===== config.mk =====
export PLATFORM = sky130hd
export DESIGN_NAME = t09_lcd_cmd_sequencer_flat
export DESIGN_NICKNAME = d
export VERILOG_FILES = /design/src/rtl/t09_lcd_cmd_sequencer_pkg.sv /design/src/rtl/t09_lcd_cmd_sequencer_if.sv /design/src/rtl/t09_lcd_cmd_sequencer_timer.sv /design/src/rtl/t09_lcd_cmd_sequencer.sv /design/src/flat_wrapper.sv
export SDC_FILE = /design/constraint.sdc
export NUM_CORES = 1
export LEC_CHECK = 0
export CAP_MARGIN = 30
export CORE_ASPECT_RATIO = 1.1
export CORE_MARGIN = 3
export CORE_UTILIZATION = 50
export DETAILED_ROUTE_END_ITERATION = 6
export MAX_ROUTING_LAYER = met4
export PLACE_DENSITY = 0.74
export SLEW_MARGIN = 5
export SYNTH_ARGS = -nofsm -noshare
export SYNTH_HDL_FRONTEND = slang
export SYNTH_SLANG_ARGS = --single-unit

===== constraint.sdc =====
create_clock -name clk -period 2.2 [get_ports clk]
set_input_delay 0.33 -clock clk [delete_from_list [all_inputs] [get_ports clk]]
set_output_delay 0.33 -clock clk [all_outputs]
set_load 0.01 [all_outputs]

===== src/rtl/t09_lcd_cmd_sequencer_pkg.sv =====
// Shared constants and types for the LCD command sequencer slice:
// controller mode encoding, init command ROM, special commands, FSM states.
package t09_lcd_pkg;

    // Controller mode encoding, as presented on the mode bus.
    localparam logic [2:0] MODE_IDLE         = 3'd0;
    localparam logic [2:0] MODE_INIT_WAIT    = 3'd1;
    localparam logic [2:0] MODE_UPDATE_WAIT  = 3'd2;
    localparam logic [2:0] MODE_INIT_WRITE   = 3'd3;
    localparam logic [2:0] MODE_UPDATE_WRITE = 3'd4;
    localparam logic [2:0] MODE_DONE         = 3'd5;

    // Number of commands in the power-up init sequence.
    localparam int INIT_LEN = 4;

    // Commands with special meaning to the sequencer.
    localparam logic [7:0] CMD_CLEAR  = 8'h01;
    localparam logic [7:0] CMD_HOME   = 8'h02;
    localparam logic [7:0] CMD_DDRAM0 = 8'h80;

    // Width of the shared timing counter; must hold the longest settle.
    localparam int TIMER_W = 16;

    // Transfer FSM states.
    typedef enum logic [1:0] {
        ST_IDLE,
        ST_SETUP,
        ST_EN_HIGH,
        ST_HOLD
    } xfer_state_t;

    // Init ROM: 8-bit mode/2 lines, display on, entry increment, clear.
    function automatic logic [7:0] init_rom_byte(input logic [1:0] idx);
        logic [7:0] b;
        case (idx)
            2'd0:    b = 8'h38;
            2'd1:    b = 8'h0C;
            2'd2:    b = 8'h06;
            default: b = CMD_CLEAR;
        endcase
        return b;
    endfunction

    // Clear and home need the long execution time on the LCD side.
    function automatic logic needs_long_settle(input logic rs, input logic [7:0] b);
        return (!rs) && ((b == CMD_CLEAR) || (b == CMD_HOME));
    endfunction

endpackage


===== src/rtl/t09_lcd_cmd_sequencer_if.sv =====
// Controller-side handshake plus the LCD parallel bus, bundled for the
// sequencer. master = controller/bench side, slave = sequencer side.
interface t09_lcd_cmd_sequencer_if;
    logic [2:0] mode;
    logic       wr;
    logic [7:0] char_data;
    logic [3:0] char_addr;
    logic       pause;
    logic       cmd_finished;
    logic       lcd_rs;
    logic       lcd_en;
    logic [7:0] lcd_data;

    modport master (
        output mode, wr, char_data,
        input  char_addr, pause, cmd_finished, lcd_rs, lcd_en, lcd_data
    );

    modport slave (
        input  mode, wr, char_data,
        output char_addr, pause, cmd_finished, lcd_rs, lcd_en, lcd_data
    );
endinterface


===== src/rtl/t09_lcd_cmd_sequencer_timer.sv =====
// Loadable down counter; done while the count sits at zero. Loading value
// N gives N+1 cycles until done is seen in the cycle after the load.
module t09_lcd_timer #(
    parameter int W = 16
) (
    input  logic         clk,
    input  logic         nrst,
    input  logic         load,
    input  logic [W-1:0] value,
    output logic         done
);
    logic [W-1:0] count_q;
    logic [W-1:0] count_d;

    // Next count: load wins, otherwise count down and stop at zero.
    always_comb begin
        count_d = count_q;
        if (load) begin
            count_d = value;
        end else if (count_q != '0) begin
            count_d = count_q - W'(1);
        end
    end

    // Count register.
    always_ff @(posedge clk or negedge nrst) begin
        if (!nrst) begin
            count_q <= '0;
        end else begin
            count_q <= count_d;
        end
    end

    assign done = (count_q == '0);
endmodule


===== src/rtl/t09_lcd_cmd_sequencer.sv =====
// Byte-level HD44780-style bus driver. Each accepted wr produces one
// SETUP / EN_HIGH / HOLD transfer; index walks through the init ROM or the
// DDRAM-address-then-characters update pass.
module t09_lcd_cmd_sequencer
    import t09_lcd_pkg::*;
#(
    parameter int EN_CYCLES          = 20,
    parameter int SETTLE_CYCLES      = 40,
    parameter int LONG_SETTLE_CYCLES = 2000,
    parameter int NUM_CHARS          = 16
) (
    input  logic                     clk,
    input  logic                     nrst,
    t09_lcd_cmd_sequencer_if.slave   bus
);
    xfer_state_t          state_q;
    logic [4:0]           index_q;
    logic [4:0]           index_d;
    logic [TIMER_W-1:0]   settle_q;
    logic [7:0]           lcd_data_q;
    logic                 lcd_rs_q;
    logic                 lcd_en_q;
    logic                 pause_q;

    logic                 timer_load;
    logic [TIMER_W-1:0]   timer_value;
    logic                 timer_done;

    logic                 mode_clears;
    logic                 accept;
    logic                 hold_done;
    logic [7:0]           sel_byte;
    logic                 sel_rs;

    assign mode_clears = (bus.mode == MODE_IDLE) || (bus.mode == MODE_DONE);
    assign accept      = bus.wr && (state_q == ST_IDLE) &&
                         ((bus.mode == MODE_INIT_WRITE) || (bus.mode == MODE_UPDATE_WRITE));
    assign hold_done   = (state_q == ST_HOLD) && timer_done;

    // Pick the byte for the next transfer from the ROM, the DDRAM address
    // command, or the character buffer.
    always_comb begin
        sel_byte = CMD_DDRAM0;
        sel_rs   = 1'b0;
        if (bus.mode == MODE_INIT_WRITE) begin
            sel_byte = init_rom_byte(index_q[1:0]);
        end else if (index_q != 5'd0) begin
            sel_byte = bus.char_data;
            sel_rs   = 1'b1;
        end
    end

    // Timer reload points: EN width on leaving SETUP, settle on leaving EN_HIGH.
    always_comb begin
        timer_load  = 1'b0;
        timer_value = '0;
        if (state_q == ST_SETUP) begin
            timer_load  = 1'b1;
            timer_value = TIMER_W'(EN_CYCLES - 1);
        end else if ((state_q == ST_EN_HIGH) && timer_done) begin
            timer_load  = 1'b1;
            timer_value = settle_q;
        end
    end

    // Pass position: mode clear has priority over the end-of-transfer step,
    // and the count saturates rather than wrapping.
    always_comb begin
        index_d = index_q;
        if (mode_clears) begin
            index_d = '0;
        end else if (hold_done && (index_q != 5'd31)) begin
            index_d = index_q + 5'd1;
        end
    end

    // Index register.
    always_ff @(posedge clk or negedge nrst) begin
        if (!nrst) begin
            index_q <= '0;
        end else begin
            index_q <= index_d;
        end
    end

    // Transfer FSM with registered bus outputs and pause.
    always_ff @(posedge clk or negedge nrst) begin
        if (!nrst) begin
            state_q    <= ST_IDLE;
            settle_q   <= '0;
            lcd_data_q <= '0;
            lcd_rs_q   <= 1'b0;
            lcd_en_q   <= 1'b0;
            pause_q    <= 1'b0;
        end else begin
            case (state_q)
                ST_IDLE: begin
                    if (accept) begin
                        state_q    <= ST_SETUP;
                        lcd_data_q <= sel_byte;
                        lcd_rs_q   <= sel_rs;
                        settle_q   <= needs_long_settle(sel_rs, sel_byte) ?
                                      TIMER_W'(LONG_SETTLE_CYCLES - 1) :
                                      TIMER_W'(SETTLE_CYCLES - 1);
                        pause_q    <= 1'b1;
                    end
                end
                ST_SETUP: begin
                    state_q  <= ST_EN_HIGH;
                    lcd_en_q <= 1'b1;
                end
                ST_EN_HIGH: begin
                    if (timer_done) begin
                        state_q  <= ST_HOLD;
                        lcd_en_q <= 1'b0;
                    end
                end
                default: begin
                    if (timer_done) begin
                        state_q <= ST_IDLE;
                        pause_q <= 1'b0;
                    end
                end
            endcase
        end
    end

    t09_lcd_timer #(
        .W(TIMER_W)
    ) u_timer (
        .clk   (clk),
        .nrst  (nrst),
        .load  (timer_load),
        .value (timer_value),
        .done  (timer_done)
    );

    assign bus.char_addr    = (index_q == 5'd0) ? 4'd0 : (index_q[3:0] - 4'd1);
    assign bus.cmd_finished = ((bus.mode == MODE_INIT_WRITE)   && (index_q == 5'(INIT_LEN - 1))) ||
                              ((bus.mode == MODE_UPDATE_WRITE) && (index_q == 5'(NUM_CHARS)));
    assign bus.pause        = pause_q;
    assign bus.lcd_rs       = lcd_rs_q;
    assign bus.lcd_en       = lcd_en_q;
    assign bus.lcd_data     = lcd_data_q;
endmodule


===== src/flat_wrapper.sv =====
// flat-port wrapper written by rule: the top's interface ports become plain ports
module t09_lcd_cmd_sequencer_flat import t09_lcd_pkg::*;
#(
    parameter int EN_CYCLES          = 20,
    parameter int SETTLE_CYCLES      = 40,
    parameter int LONG_SETTLE_CYCLES = 2000,
    parameter int NUM_CHARS          = 16
)
  (clk, nrst, bus_mode, bus_wr, bus_char_data, bus_char_addr, bus_pause, bus_cmd_finished, bus_lcd_rs, bus_lcd_en, bus_lcd_data);
  t09_lcd_cmd_sequencer_if bus_i ();
  input  logic clk;
  input  logic nrst;
  input wire logic [$bits(bus_i.mode)-1:0] bus_mode;
  input wire logic [$bits(bus_i.wr)-1:0] bus_wr;
  input wire logic [$bits(bus_i.char_data)-1:0] bus_char_data;
  output wire logic [$bits(bus_i.char_addr)-1:0] bus_char_addr;
  output wire logic [$bits(bus_i.pause)-1:0] bus_pause;
  output wire logic [$bits(bus_i.cmd_finished)-1:0] bus_cmd_finished;
  output wire logic [$bits(bus_i.lcd_rs)-1:0] bus_lcd_rs;
  output wire logic [$bits(bus_i.lcd_en)-1:0] bus_lcd_en;
  output wire logic [$bits(bus_i.lcd_data)-1:0] bus_lcd_data;
  assign bus_i.mode = bus_mode;
  assign bus_i.wr = bus_wr;
  assign bus_i.char_data = bus_char_data;
  assign bus_char_addr = bus_i.char_addr;
  assign bus_pause = bus_i.pause;
  assign bus_cmd_finished = bus_i.cmd_finished;
  assign bus_lcd_rs = bus_i.lcd_rs;
  assign bus_lcd_en = bus_i.lcd_en;
  assign bus_lcd_data = bus_i.lcd_data;
  t09_lcd_cmd_sequencer #(.EN_CYCLES(EN_CYCLES), .SETTLE_CYCLES(SETTLE_CYCLES), .LONG_SETTLE_CYCLES(LONG_SETTLE_CYCLES), .NUM_CHARS(NUM_CHARS)) u_core (.clk(clk), .nrst(nrst), .bus(bus_i));
endmodule

==> results.sh <==
export IMPL_syn_num_nets=262
export IMPL_synth_top_area_share_pct=41.2
export IMPL_syn2layout_area_growth_pct=25.6
export IMPL_ios=30
export IMPL_start_util_pct=54.3
export IMPL_cts_root_buf="clkbuf_8"
export IMPL_die_w_um=70.0
export IMPL_hold_viol_final=0
export IMPL_placed_area_um2=2700
export IMPL_cts_tree="built"
export IMPL_grt_ovfl_total=0
export IMPL_yosys_warnings=0
export IMPL_cp_max_fo=3
export IMPL_startpoint_type="flip-flop"
export IMPL_cpMaxStageDelayCell="dfrtp_1"
export IMPL_period_needed_ns=2.06
export IMPL_num_fill_cells=360
export IMPL_layout_drive_gt1_share_pct=14.5
export IMPL_synthCells=236
export IMPL_critPathRequiredTime_ns=1.87
export IMPL_num_vias=1993
export IMPL_synth_commonest_cells="37 x dfrtp_1, 17 x a21oi_1, 17 x nand2_1"
export IMPL_power_switching_share_pct=39.9
export IMPL_yosysMostFrequentCell="dfrtp_1"
export IMPL_rsz0062_at_grt="no"
export IMPL_ir_worst_vdd_v=0.000686
export IMPL_first_pass_iters=4
export IMPL_drt_vias_per_instance=5.95
export IMPL_fin_crit_sh_pct=93.7
export IMPL_power_share_clock_pct=20.8
export IMPL_drt_iter0_drc=145
export IMPL_drv_slew=0
export IMPL_rows=24
export IMPL_seq_area_frac_synth_pct=41.2
export IMPL_grt_pass1_vias=1937
export IMPL_yosysTopAreaCell="dfrtp_1"
export IMPL_drc=0
export IMPL_fin_nets=308
export IMPL_maxCapViolations=0
export IMPL_end_kind="primary output"
export IMPL_synth_area_um2=2250
export IMPL_fmax_mhz=485
export IMPL_htree_levels=2
export IMPL_slew_headroom_pct=43.3
export IMPL_die_h_um=76.4
export IMPL_numCtsBuffers=5
export IMPL_yosys_top_cells_area="dfrtp_1 41%, ha_1 6.7%, a21oi_1 3.8%"
export IMPL_ant_nets=0
export IMPL_p_int_mw=2.00
export IMPL_grt_max_degree=38
export IMPL_setup_tns_ns=0
export IMPL_post_cts_buffers=0
export IMPL_ys_types=49
export IMPL_synth_ff_type="dfrtp_1"
export IMPL_design_area_um2=2830
export IMPL_async_reset_ff_share_pct=100
export IMPL_clockBufferDepth=2
export IMPL_holdBufCountCts=0
export IMPL_hpwl_um=3910
export IMPL_grt_pass1_wl_um=9360
export IMPL_p_sw_mw=1.33
export IMPL_antenna_found_initial=0
export IMPL_post_synth_cell_area_avg_um2=9.53
export IMPL_synth_edf_count=0
export IMPL_fp_dieArea_um2=5340
export IMPL_clk_latency_ns=0.29
export IMPL_leakage_nw=1.26
export IMPL_r2r_setup_slack_ns=0.19
export IMPL_tightest_slew_ns=0.850
export IMPL_routed_wl_um=5340
export IMPL_clkTransAtPathRegs_ns=0.07
export IMPL_cts_sinks=37
export IMPL_seqPwrFrac_pct=33.3
export IMPL_diodes=0
export IMPL_status="finished, final reports clean"
export IMPL_hp_class="input port to asynchronous set/reset pin"
export IMPL_cp_arrival_ns=1.73
export IMPL_portBuffers=29
export IMPL_grtUsageTotal_pct=22.2
export IMPL_setup_viol=0
export IMPL_routedWlPerCell_um=15.9
export IMPL_worstSetupPathType="flip-flop to primary output"
export IMPL_pwr_density_cell_nw_per_um2=1180
export IMPL_comb_power_share_pct=45.9
export IMPL_ys_ff_latch=37
export IMPL_cp_slowest_stage_delay_ns=0.38
export IMPL_crit_chain="inv_1, ha_1, nand2_1, nor4b_1, a31oi_1, nor3_2, clkbuf_2"
export IMPL_finClkSkew_ns=0.00495
export IMPL_core_area_um2=4140
export IMPL_gp_congestion=0.883
-- power by group through the flow --
stage	logic [mW]	registers (mW)	clock network [mW]
2_1_floorplan	1.03	1.11	0
3_3_place_gp	1.50	1.11	0
3_5_place_dp	1.52	1.12	0
4_1_cts	1.53	1.11	0.710
5_1_grt	1.70	1.15	0.741
6_report	1.53	1.11	0.692
-- cells by family (layout without fill, tap and decap cells) --
kind of cell,count (synthesis),after routing,synth area share [%]
and+or+nand+nor,83,83,22.2
xor gates and xnor gates,10,10,3.89
buffers and inverters,20,67,3.67
AOI/OAI and AO/OA,72,72,21.4
adders and majority gates,12,12,6.67
muxes,2,2,1.00
DFF,37,37,41.2
-- what timing repair did --
| item | CTS | global route |
|---|---|---|
| endpoints found under the setup margin | 5 | 1 |
| pin swaps | 0 | 1 |
| gates resized for setup | 5 | 3 |
-- stage by stage --
step	instances	setup WS [ns]	total power [mW]	hold slack (ns)	utilization (%)
2_1_floorplan	236	0.430	2.13	0.0344	-
3_3_place_gp	327	0.000907	2.61	0.462	65.1
3_5_place_dp	327	-0.00902	2.64	0.470	65.1
4_1_cts	335	0.0296	3.34	0.162	68.2
5_1_grt	335	0.0169	3.59	0.195	68.2
6_report	335	0.139	3.33	0.144	68.2
-- routing by layer --
layer	vias to the layer above	part of all wire, %	wire length (µm)	GRT usage, %
li1	975	-	-	-
met1	960	46	2440	29.9
met2	51	48	2590	33.8
met3	7	4.4	236	4.49
met4	0	1.3	72	6.51
met5	-	0	0	-
-- cells in the final DEF (no fill, tap or decap), drive strengths merged, types with 2 or more instances in the layout --
master / n
a31o: 3
o21bai: 2
nor2b: 3
o31ai: 11
o211ai: 3
dlygate4sd2: 4
nand2: 18
xnor2: 4
nor4: 3
nor4b: 3
or3: 5
nand4: 7
nand3: 6
nor3: 6
a22o: 2
nand3b: 2
buf: 19
clkbuf: 6
o311ai: 2
a21oi: 17
nand4b: 2
a21o: 3
nand2b: 5
ha: 12
inv: 12
o21ai: 14
dfrtp: 37
nor2: 11
or4: 5
xor2: 6
a311o: 2
bufinv: 2
or2: 2
a31oi: 3
mux2: 2
a22oi: 5
clkdlybuf4s50: 23
-- state kept, by name (all words and copies together), names as in the netlist --
| name | cells |
|---|---|
| u_core.bus.lcd_rs | 1 |
| u_core.state_q | 2 |
| u_core.index_q | 5 |
| u_core.bus.pause | 1 |
| u_core.bus.lcd_en | 1 |
| u_core.u_timer.count_q | 16 |
| u_core.bus.lcd_data | 8 |
| u_core.settle_q | 3 |
-- cell type report --
class | count | area (µm²) | area share, %
Clock buffer | 5 | 68.8 | 2.43
Clock inverter | 3 | 65.1 | 2.30
Inverter | 12 | 45.0 | 1.59
Multi-Input combinational cell | 179 | 1250 | 44.1
Sequential cell | 37 | 926 | 32.8
Tap cell | 52 | 65.1 | 2.30
Timing Repair Buffer | 47 | 410 | 14.5
-- worst max-delay path, delay by kind of cell (launching register included) --
kind	cells	cell delay [ns]
and+or+nand+nor	3	0.53
DFF	1	0.38
buffers and inverters	2	0.25
adders and majority gates	1	0.19
AOI/OAI and AO/OA	1	0.09
-- final timing paths --
kind                                           start                    endpoint  cells past startpoint
min reg2reg                   u_core.bus.lcd_data[4]      u_core.bus.lcd_data[4]                      2
max                                u_core.index_q[1]            bus_cmd_finished                      7
max reg2reg                u_core.u_timer.count_q[4]   u_core.u_timer.count_q[3]                      5
max in group asynchronous                       nrst      u_core.bus.lcd_data[6]                      1
min in group clk              u_core.bus.lcd_data[4]      u_core.bus.lcd_data[4]                      2
min                                             nrst  u_core.u_timer.count_q[14]                      1
Power figures use the tool's default switching activity.
